**src/rtl/button_press_ctrl.sv**
```systemverilog
// rtl/button_press_ctrl.sv - debounced press/repeat/release sequencer for one front-panel button
module button_press_ctrl #(
    parameter int unsigned SUFFICIENT_CYCLES = 5,
    parameter int unsigned HOLD_CYCLES       = 50,
    parameter int unsigned REPEAT_CYCLES     = 10
) (
    input  logic       clk,
    input  logic       reset,
    input  logic       btn_synchr,
    input  logic       repeat_en,
    output logic       btn_level,
    output logic       press_pulse,
    output logic       repeat_pulse,
    output logic       release_pulse,
    output logic [7:0] press_count,
    output logic [2:0] state
);

    typedef enum logic [2:0] {
        IDLE        = 3'd0,
        ARM_PRESS   = 3'd1,
        PRESSED     = 3'd2,
        REPEAT      = 3'd3,
        ARM_RELEASE = 3'd4
    } state_t;

    localparam logic [15:0] SUFF_LAST = 16'(SUFFICIENT_CYCLES - 1);
    localparam logic [15:0] HOLD_LAST = 16'(HOLD_CYCLES - 1);
    localparam logic [15:0] REP_LAST  = 16'(REPEAT_CYCLES - 1);

    state_t      st;
    logic [15:0] cnt;

    assign state = st;

    always_ff @(posedge clk or negedge reset) begin
        if (!reset) begin
            st            <= IDLE;
            cnt           <= 16'd0;
            btn_level     <= 1'b0;
            press_pulse   <= 1'b0;
            repeat_pulse  <= 1'b0;
            release_pulse <= 1'b0;
            press_count   <= 8'd0;
        end else begin
            press_pulse   <= 1'b0;
            repeat_pulse  <= 1'b0;
            release_pulse <= 1'b0;
            case (st)
                IDLE: begin
                    if (btn_synchr) begin
                        st  <= ARM_PRESS;
                        cnt <= 16'd1;
                    end
                end
                ARM_PRESS: begin
                    if (!btn_synchr) begin
                        st  <= IDLE;
                        cnt <= 16'd0;
                    end else if (cnt == SUFF_LAST) begin
                        st          <= PRESSED;
                        cnt         <= 16'd0;
                        btn_level   <= 1'b1;
                        press_pulse <= 1'b1;
                        press_count <= press_count + 8'd1;
                    end else begin
                        cnt <= cnt + 16'd1;
                    end
                end
                PRESSED: begin
                    // A low sample always wins over hold expiry on the same edge.
                    if (!btn_synchr) begin
                        st  <= ARM_RELEASE;
                        cnt <= 16'd1;
                    end else if (repeat_en && cnt == HOLD_LAST) begin
                        st           <= REPEAT;
                        cnt          <= 16'd0;
                        repeat_pulse <= 1'b1;
                        press_count  <= press_count + 8'd1;
                    end else if (cnt != HOLD_LAST) begin
                        cnt <= cnt + 16'd1;
                    end
                end
                REPEAT: begin
                    if (!btn_synchr) begin
                        st  <= ARM_RELEASE;
                        cnt <= 16'd1;
                    end else if (!repeat_en) begin
                        st  <= PRESSED;
                        cnt <= 16'd0;
                    end else if (cnt == REP_LAST) begin
                        cnt          <= 16'd0;
                        repeat_pulse <= 1'b1;
                        press_count  <= press_count + 8'd1;
                    end else begin
                        cnt <= cnt + 16'd1;
                    end
                end
                ARM_RELEASE: begin
                    // Bounce back high keeps the button held but restarts the hold timer.
                    if (btn_synchr) begin
                        st  <= PRESSED;
                        cnt <= 16'd0;
                    end else if (cnt == SUFF_LAST) begin
                        st            <= IDLE;
                        cnt           <= 16'd0;
                        btn_level     <= 1'b0;
                        release_pulse <= 1'b1;
                    end else begin
                        cnt <= cnt + 16'd1;
                    end
                end
                default: begin
                    st          <= IDLE;
                    cnt         <= 16'd0;
                    btn_level   <= 1'b0;
                    press_count <= 8'd0;
                end
            endcase
        end
    end

endmodule

```
**config.mk**
```make
export PLATFORM = sky130hd
export DESIGN_NAME = button_press_ctrl
export DESIGN_NICKNAME = d
export VERILOG_FILES = /design/src/rtl/button_press_ctrl.sv
export SDC_FILE = /design/constraint.sdc
export NUM_CORES = 1
export LEC_CHECK = 0
export CORE_ASPECT_RATIO = 0.5
export CORE_MARGIN = 10
export CORE_UTILIZATION = 54
export CTS_BUF_LIST = sky130_fd_sc_hd__clkbuf_2
export CTS_CLUSTER_SIZE = 12
export DETAILED_ROUTE_END_ITERATION = 8
export GPL_TIMING_DRIVEN = 0
export PLACE_DENSITY = 0.78
export REMOVE_ABC_BUFFERS = 1
export SETUP_SLACK_MARGIN = 0.4
export SLEW_MARGIN = 25
export SYNTH_ARGS = -nofsm -noshare
export SYNTH_HDL_FRONTEND = slang
export SYNTH_SLANG_ARGS = --single-unit
```
**constraint.sdc**
```tcl
create_clock -name clk -period 2.1 [get_ports clk]
set_input_delay 0.42 -clock clk [delete_from_list [all_inputs] [get_ports clk]]
set_output_delay 0.42 -clock clk [all_outputs]
set_load 0.02 [all_outputs]
```
Word-level counts from Yosys, hierarchy flattened

Cells that the tools add are included.
W data, S select, Z words.

ROM bits: 0
Bits in writable memories: 0
Logic and storage cells: 87
Output and inout bits: 15
Flip-flop bits (word level): 31
Input bits: 4
Bits in latches: 0
Memories: 0

$lt $le $gt $ge: 0
Shift-type cells: 0
Eq/ne operators: 23
Div/mod/pow operators: 0
Reductions and logical operators: 8
Multiplexer cells: 45
Multipliers: 0
Add/subtract/negate cells: 2
Bitwise operators: 2

Operators by type and width:

| cell                    | count |
|---|---|
| $mux W16                | 10 |
| $pmux W16 S5            | 1 |
| $mux W8                 | 7 |
| $pmux W8 S4             | 1 |
| $mux W3                 | 9 |
| $ne A2 B2 Y1 const B    | 10 |
| $add A16 B1 Y16 const B | 1 |
| $eq A16 B3 Y1 const B   | 1 |
| $eq A16 B4 Y1 const B   | 1 |
| $eq A16 B6 Y1 const B   | 1 |
| $ne A16 B6 Y1 const B   | 1 |
| $pmux W3 S5             | 1 |
| $mux W1                 | 14 |
| $ne A3 B3 Y1 const B    | 4 |
| $reduce_and A5 Y1       | 2 |
| $add A8 B1 Y8 const B   | 1 |
| $reduce_and A8 Y1       | 1 |
| $eq A3 B2 Y1 const B    | 2 |
| $ne A4 B4 Y1 const B    | 1 |
| $eq A3 B1 Y1 const B    | 1 |
| $eq A3 B3 Y1 const B    | 1 |
| $logic_not A3 Y1        | 1 |
| $pmux W1 S3             | 1 |
| $reduce_or A3 Y1        | 1 |
| 5 further kinds         | 6 |

Depth between registers and ports, before layout

Gate-level depths: netlist of the first run.

Word-level depth: 5
Gate-level depth with buffers: 9
Depth with buffers taken out: 7

Worst setup path after synthesis of the first run

No wires, ideal clock.

Kind: flip-flop to flip-flop
From: register cnt[1]
To: register cnt[14]
Data arrival time: 1820 ps
Setup slack: 136 ps
Required time: 1956 ps
Buffers on the path: 0
Cell stages (with the launch flop): 8
Clock period less this slack: 1964 ps
Setup time: 144 ps
Cells stage by stage: dfrtp_1 inv_1 ha_1 or4b_1 nor4_4 a21oi_2 o21ai_4 o221ai_1

Word-level cells in the longest chain between the ends: 5
Elaborated cells between the ends (all ways): 18
Those cells by class: 1 x add/sub; 5 x eq/ne; 10 x mux; 2 x reduce/logical

Ends and longest elaborated chain:

| element                                       | line   | text |
|---|---|---|
| start, declared                               | 32     | `logic [15:0] cnt;` |
| start signal, assigned                        | 67     | `cnt <= cnt + 16'd1;` |
| start signal, assigned                        | 81     | `cnt <= cnt + 16'd1;` |
| start signal, assigned                        | 96     | `cnt <= cnt + 16'd1;` |
| $add A16 B1 Y16, or another cell as far along | -      |  |
| $mux W16, or another cell as far along        | 91     | `end else if (cnt == REP_LAST) begin` |
| $mux W16 (on tied branches)                   | 88, 75 |  |
| $mux W16 (on tied branches)                   | 85, 72 |  |
| $pmux W16 S5                                  | 49     | `case (st)` |

Parallel ways exist; a longest one is shown, timed or not. The select of a mux whose other input is x is not followed.
A chain may end at the register's enable or synchronous reset.

Final worst setup path of the first run

From: register cnt[0]
To: register cnt[10]

The elaborated chain is that of the path after synthesis.

==> impl_metrics.env, run 1 <==
export IMPL_drc=0
export IMPL_clockRootBuffer="clkbuf_2"
export IMPL_clock_fmax_mhz=459
export IMPL_grt_overflow=0
export IMPL_antenna_found_initial=0
export IMPL_setup_violations=24
export IMPL_rr_startpoint="cnt[0]$_DFFE_PN0P_"
export IMPL_p_seq_share_pct=35.1
export IMPL_outcome="finished with violations"
export IMPL_coreArea_um2=4000
export IMPL_finish_instance_area_um2=3030
export IMPL_cp_startpoint="cnt[0]$_DFFE_PN0P_"
export IMPL_top_layer="met4"
export IMPL_finalCriticalPeriod_ns=2.18
export IMPL_yosysMostFrequentCell="nand2_1"
export IMPL_ir_drop_uv=279
export IMPL_synth_cell_types=60
export IMPL_die_h_um=66.1
export IMPL_cp_required_ns=2.43
export IMPL_finalNonFillerCells=357
export IMPL_maxSlewViolCount=0
export IMPL_diodes=0
export IMPL_cts_buffer_depth=2
export IMPL_synthFlopType="dfrtp_1"
export IMPL_drt_wl_total_um=7730
export IMPL_dp_cells=305
export IMPL_synth_edff_count=0
export IMPL_switching_share_pct=41.9
export IMPL_syn_to_final_growth_pct=32.2
export IMPL_yosysWarnings=0
export IMPL_cp_start_kind="register"
export IMPL_relSlewSlack_pct=34.3
export IMPL_cts_sinks=31
export IMPL_met3WireLength_um=816
export IMPL_finalClockSkew_ns=0.00845
export IMPL_critPathMaxStageDelay_ns=0.48
export IMPL_wire_per_inst_um=21.6
export IMPL_finalSetupTns_ns=-0.830
export IMPL_synth_avg_cell_area_um2=9.25
export IMPL_netlist_top_cell_by_area="dfrtp_1"
export IMPL_violations="setup timing"
export IMPL_synth_common_cells="nand2_1 (39), dfrtp_1 (31), o211ai_1 (25)"
export IMPL_crit_top_cell="nand3_1"
export IMPL_seq_area_frac_synth_pct=33.8
export IMPL_initial_core_util_pct=57.3
export IMPL_die_x_um=112
export IMPL_first_pass_iters=5
export IMPL_hpwlAfterDp_um=3760
export IMPL_dieArea_um2=7410
export IMPL_post_route_period_util_pct=104
export IMPL_intPower_mw=1.19
export IMPL_avgViaCountPerCell=6.95
export IMPL_power_leakage_nw=1.23
export IMPL_cts_tree="built"
export IMPL_hp_class="primary input to async pin"
export IMPL_power_switching_uw=862
export IMPL_p_comb_share_pct=49.5
export IMPL_drt_iter0_drc=308
export IMPL_setup_worst_path_end="cnt[10]$_DFFE_PN0P_"
export IMPL_slowest_stage="dfrtp_2"
export IMPL_rows=16
export IMPL_ys_ff_latch=31
export IMPL_ff2ff_path_depth=7
export IMPL_dp_slack_ns=-0.773
export IMPL_cts_htree_levels=2
export IMPL_place_congestion=0.845
export IMPL_hold_viol=0
export IMPL_grt_pass1_wl_um=10900
export IMPL_cts_buffers=5
export IMPL_async_flop_share_pct=100
export IMPL_synthCells=248
export IMPL_drive_above_1_share_pct=38.6
export IMPL_placed_cell_area_um2=2430
export IMPL_netlist_area_leader_share_pct=33.8
export IMPL_worstMarginPinSlew_ns=0.977
export IMPL_grt_max_degree=18
export IMPL_path_class="register to register"
export IMPL_power_density_nw_per_um2=678
export IMPL_cp_cell_sequence="buf_4, ha_1, nand3_1, nor2_1, nand3_1, or3_1, o221ai_2"
export IMPL_crit_arrival_ns=2.51
export IMPL_maxCapViolations=0
export IMPL_setup_ws_ns=-0.0796
export IMPL_clkTransAtPathRegs_ns=0.18
export IMPL_clkLatencyLatePin_ns=0.40
export IMPL_power_frac_clock_pct=15.4
export IMPL_grt_usage_pct=17.8
export IMPL_io_pins=19
export IMPL_endpoint_kind="register"
export IMPL_cp_max_fo=4
export IMPL_io_buffers=18
export IMPL_wl_met1_um=3020
export IMPL_ant_nets=0
export IMPL_rsz0062_at_grt="true"
export IMPL_synthTopCellsByArea="dfrtp_1 (34%), o211ai_1 (8.2%), nand2_1 (6.4%)"
export IMPL_grt_pass1_vias=2216
export IMPL_syn_area_um2=2290
export IMPL_r2r_end="cnt[10]$_DFFE_PN0P_"
export IMPL_wl_met2_um=3560
export IMPL_total_power_mw=2.05
export IMPL_nets=310
export IMPL_via_count=2481
export IMPL_r2r_slack_ns=-0.08
## metrics by stage
step	hold slack (ns)	utilization, %
2_1_floorplan	0.124	-
3_3_place_gp	0.497	60.2
3_5_place_dp	0.396	60.7
4_1_cts	0.501	71.2
5_1_grt	0.522	75.7
6_report	0.523	75.7
## cell usage in the layout (no fill, tap or decap), types with 4 or more instances in the layout
cell type | synthesis | final
a21oi_1 | 5 | 4
a32o_1 | 4 | 4
buf_4 | 0 | 33
buf_6 | 6 | 7
clkbuf_2 | 0 | 6
dfrtp_1 | 31 | 17
dfrtp_2 | 0 | 14
dlygate4sd2_1 | 0 | 15
inv_1 | 10 | 8
nand2_1 | 39 | 35
nand2b_1 | 4 | 4
nand3_1 | 13 | 13
nor2_1 | 11 | 10
nor4_4 | 4 | 5
o211ai_1 | 25 | 25
o21ai_0 | 6 | 5
or2_2 | 6 | 6
or3_1 | 6 | 6
## routing by layer
layer  GRT usage [%]  vias to the layer above
met2            30.7                      206
li1                -                     1048
met3            4.98                       55
met1            21.0                     1172
met5               0                        -
met4            6.45                        0
## state kept, by name, indices dropped and copies added (netlist names)
signal         flops
btn_level          1
repeat_pulse       1
state              3
press_count        8
press_pulse        1
cnt               16
release_pulse      1
## power by group through the flow
stage / combinational [mW] / clock [mW] / sequential [mW]
floorplan: 0.404 / 0 / 0.751
global placement: 0.601 / 0 / 0.730
detailed placement: 0.620 / 0 / 0.737
CTS: 0.850 / 0.301 / 0.714
global route: 1.08 / 0.337 / 0.730
finish: 1.02 / 0.316 / 0.720
## kinds of logic (layout without fill, tap and decap cells)
logic type | Yosys count | after routing | synth area share [%]
buffers and inverters | 26 | 79 | 7.42
flip-flops | 31 | 31 | 33.8
AND/OR/NAND/NOR | 119 | 119 | 31.4
adder cells (fa/ha/maj) | 4 | 4 | 2.18
multiplexers | 3 | 3 | 1.31
AO/OA/AOI/OAI | 65 | 67 | 23.8
## worst max-delay path: cells and delay by family, from the launching register on
kind | cells | cell delay (ns)
AND/OR/NAND/NOR | 4 | 1.13
buffers and inverters | 1 | 0.15
flip-flops | 1 | 0.48
adder cells (fa/ha/maj) | 1 | 0.16
AO/OA/AOI/OAI | 1 | 0.19
## worst min path at each step
| stage | startpoint | slack, ns | cells after the start | endpoint |
|---|---|---|---|---|
| 4_1_cts | reset | 0.50 | 2 | cnt[12]$_DFFE_PN0P_ |
| 5_1_grt | reset | 0.52 | 2 | cnt[13]$_DFFE_PN0P_ |
| 2_1_floorplan | reset | 0.12 | 0 | btn_level$_DFFE_PN0P_ |
| 3_5_place_dp | reset | 0.40 | 1 | cnt[12]$_DFFE_PN0P_ |
| 6_report | reset | 0.52 | 2 | cnt[12]$_DFFE_PN0P_ |
| 3_3_place_gp | press_count[7]$_DFFE_PN0P_ | 0.50 | 1 | press_count[7]$_DFFE_PN0P_ |
## timing repair
action | in CTS | in global routing
gates cloned | 3 | 0
endpoints found under the hold margin | 15 | 0
endpoints found under the setup margin | 44 | 34
hold buffers | 1 | 0
resized for setup | 51 | 27
buffers inserted | 30 | 10
pin swaps | 23 | 15
## final cells by class
type	instances	area, µm²
clock buffers	6	30.0
clock inverters	2	7.51
fillers	239	972
inverters	10	37.5
multi-input cells	193	1570
flip-flops and latches	31	793
well taps	54	67.6
repair buffers	61	526
Power figures use the tool's default switching activity.
==> run 2: changes to the inputs <==
--- a/config.mk
+++ b/config.mk
@@ -15,7 +15,6 @@
 export PLACE_DENSITY = 0.78
 export REMOVE_ABC_BUFFERS = 1
 export SETUP_SLACK_MARGIN = 0.4
-export SLEW_MARGIN = 25
 export SYNTH_ARGS = -nofsm -noshare
 export SYNTH_HDL_FRONTEND = slang
 export SYNTH_SLANG_ARGS = --single-unit
==> impl_metrics.env, run 2 (synthesis results as in run 1) <==
export IMPL_outcome="finished with violations"
export IMPL_violations="setup timing"
export IMPL_io_pins=19
export IMPL_setup_ws_ns=-0.147
export IMPL_worstMarginPinSlew_ns=0.855
export IMPL_post_route_period_util_pct=107
export IMPL_maxCapViolations=0
export IMPL_rr_startpoint="cnt[3]$_DFFE_PN0P_"
export IMPL_dieArea_um2=7410
export IMPL_ff2ff_path_depth=6
export IMPL_cts_buffer_depth=2
export IMPL_hp_class="primary input to async pin"
export IMPL_hpwlAfterDp_um=3640
export IMPL_power_leakage_nw=1.25
export IMPL_via_count=2578
export IMPL_die_h_um=66.1
export IMPL_layout_common_cells="buf_4 (41), nand2_1 (32), o211ai_1 (25), dfrtp_2 (16)"
export IMPL_layout_commonest_cell="buf_4"
export IMPL_clock_fmax_mhz=445
export IMPL_grt_overflow=0
export IMPL_drc=0
export IMPL_rsz0062_at_grt="true"
export IMPL_finish_instance_area_um2=3100
export IMPL_syn_to_final_growth_pct=35.2
export IMPL_cts_htree_levels=2
export IMPL_ant_nets=0
export IMPL_power_density_nw_per_um2=704
export IMPL_drt_wl_total_um=8440
export IMPL_hold_viol=0
export IMPL_io_buffers=18
export IMPL_ctsHoldBuffers=0
export IMPL_fill_cells=224
export IMPL_coreArea_um2=4000
export IMPL_grt_pass1_vias=2224
export IMPL_avgViaCountPerCell=7.10
export IMPL_relSlewSlack_pct=42.5
export IMPL_initial_core_util_pct=57.3
export IMPL_nets=315
export IMPL_path_class="register to register"
export IMPL_finalClockSkew_ns=0.0230
export IMPL_top_register="cnt"
export IMPL_place_congestion=0.845
export IMPL_drive_above_1_share_pct=44.2
export IMPL_cts_buffers=5
export IMPL_grt_pass1_wl_um=11000
export IMPL_ir_drop_uv=292
export IMPL_cp_required_ns=2.41
export IMPL_drt_iter0_drc=277
export IMPL_cp_start_kind="register"
export IMPL_largest_register_ffs=16
export IMPL_setup_violations=15
export IMPL_cp_max_fo=11
export IMPL_first_pass_iters=5
export IMPL_cts_sinks=31
export IMPL_clkTransAtPathRegs_ns=0.19
export IMPL_holdWs_ns=0.0221
export IMPL_multi_input_area_um2=1630
export IMPL_clockRootBuffer="clkbuf_2"
export IMPL_crit_arrival_ns=2.56
export IMPL_rows=16
export IMPL_endpoint_kind="register"
export IMPL_wire_per_inst_um=23.2
export IMPL_maxSlewViolCount=0
export IMPL_finalCriticalPeriod_ns=2.25
export IMPL_r2r_slack_ns=-0.15
export IMPL_r2r_end="cnt[3]$_DFFE_PN0P_"
export IMPL_die_x_um=112
export IMPL_seq_area_um2=796
export IMPL_grt_usage_pct=17.9
export IMPL_clkLatencyLatePin_ns=0.43
export IMPL_placed_cell_area_um2=2400
export IMPL_antenna_found_initial=1
export IMPL_grt_max_degree=32
export IMPL_cts_tree="built"
run 2: worst max-delay path, cell delays in order, from the launching register on:
cell	delay [ns]
dfrtp_2	0.55
nor4b_2	0.42
nand4_1	0.28
o2bb2ai_4	0.29
buf_6	0.18
o211ai_1	0.23
o211ai_1	0.18
run 2: worst max path at each step:
stage | endpoint | from | slack (ns) | depth (start not counted)
final | cnt[3]$_DFFE_PN0P_ | cnt[3]$_DFFE_PN0P_ | -0.15 | 6
after global routing | cnt[3]$_DFFE_PN0P_ | cnt[3]$_DFFE_PN0P_ | -0.24 | 6
after CTS | cnt[14]$_DFFE_PN0P_ | cnt[1]$_DFFE_PN0P_ | 0.02 | 8
after global placement | cnt[7]$_DFFE_PN0P_ | btn_synchr | -0.74 | 6
after detailed placement | cnt[7]$_DFFE_PN0P_ | btn_synchr | -0.78 | 6
after floorplan | cnt[7]$_DFFE_PN0P_ | state[2]$_DFFE_PN0P_ | 0.02 | 5
run 2: layer usage:
layer | track usage [%] | up-vias | routed length (µm)
li1 | - | 1068 | -
met1 | 21.1 | 1216 | 3160
met2 | 30.0 | 231 | 3780
met3 | 4.53 | 63 | 940
met4 | 9.12 | 0 | 555
met5 | 0 | - | 0
run 2: power by group:
group | leakage, nW | internal, mW | switching (mW) | total, mW
clock network | 0.0281 | 0.0797 | 0.234 | 0.314
registers | 0.391 | 0.647 | 0.0758 | 0.723
logic | 0.830 | 0.532 | 0.617 | 1.15
total | 1.25 | 1.26 | 0.926 | 2.18
run 2: cell type report:
type                    instances  share of cell area [%]
clock buffers                   6                   0.968
repair buffers                 65                    17.1
diodes                          1                  0.0807
well taps                      54                    2.18
flip-flops and latches         31                    25.7
clock inverters                 2                   0.242
inverters                      10                    1.21
multi-input cells             194                    52.5
run 2: timing repair:
item | in CTS | in global routing
setup buffers | 34 | 13
gates cloned | 3 | 0
pin swaps | 24 | 18
endpoints found under the setup margin | 44 | 32
resized for setup | 57 | 32
endpoints found under the hold margin | 0 | 0
run 2: per-stage QoR:
| stage | instances | utilization, % | total power [mW] | setup WS [ns] | TNS (ns) |
|---|---|---|---|---|---|
| 3_5_place_dp | 304 | 60.0 | 1.35 | -0.782 | -11.55 |
| 5_1_grt | 363 | 77.5 | 2.27 | -0.239 | -2.96 |
| 6_report | 363 | 77.5 | 2.18 | -0.147 | -0.979 |
| 4_1_cts | 349 | 71.5 | 1.98 | 0.0212 | 0 |
| 3_3_place_gp | 304 | 60.2 | 1.33 | -0.742 | -10.98 |
| 2_1_floorplan | 232 | - | 1.16 | 0.0151 | 0 |
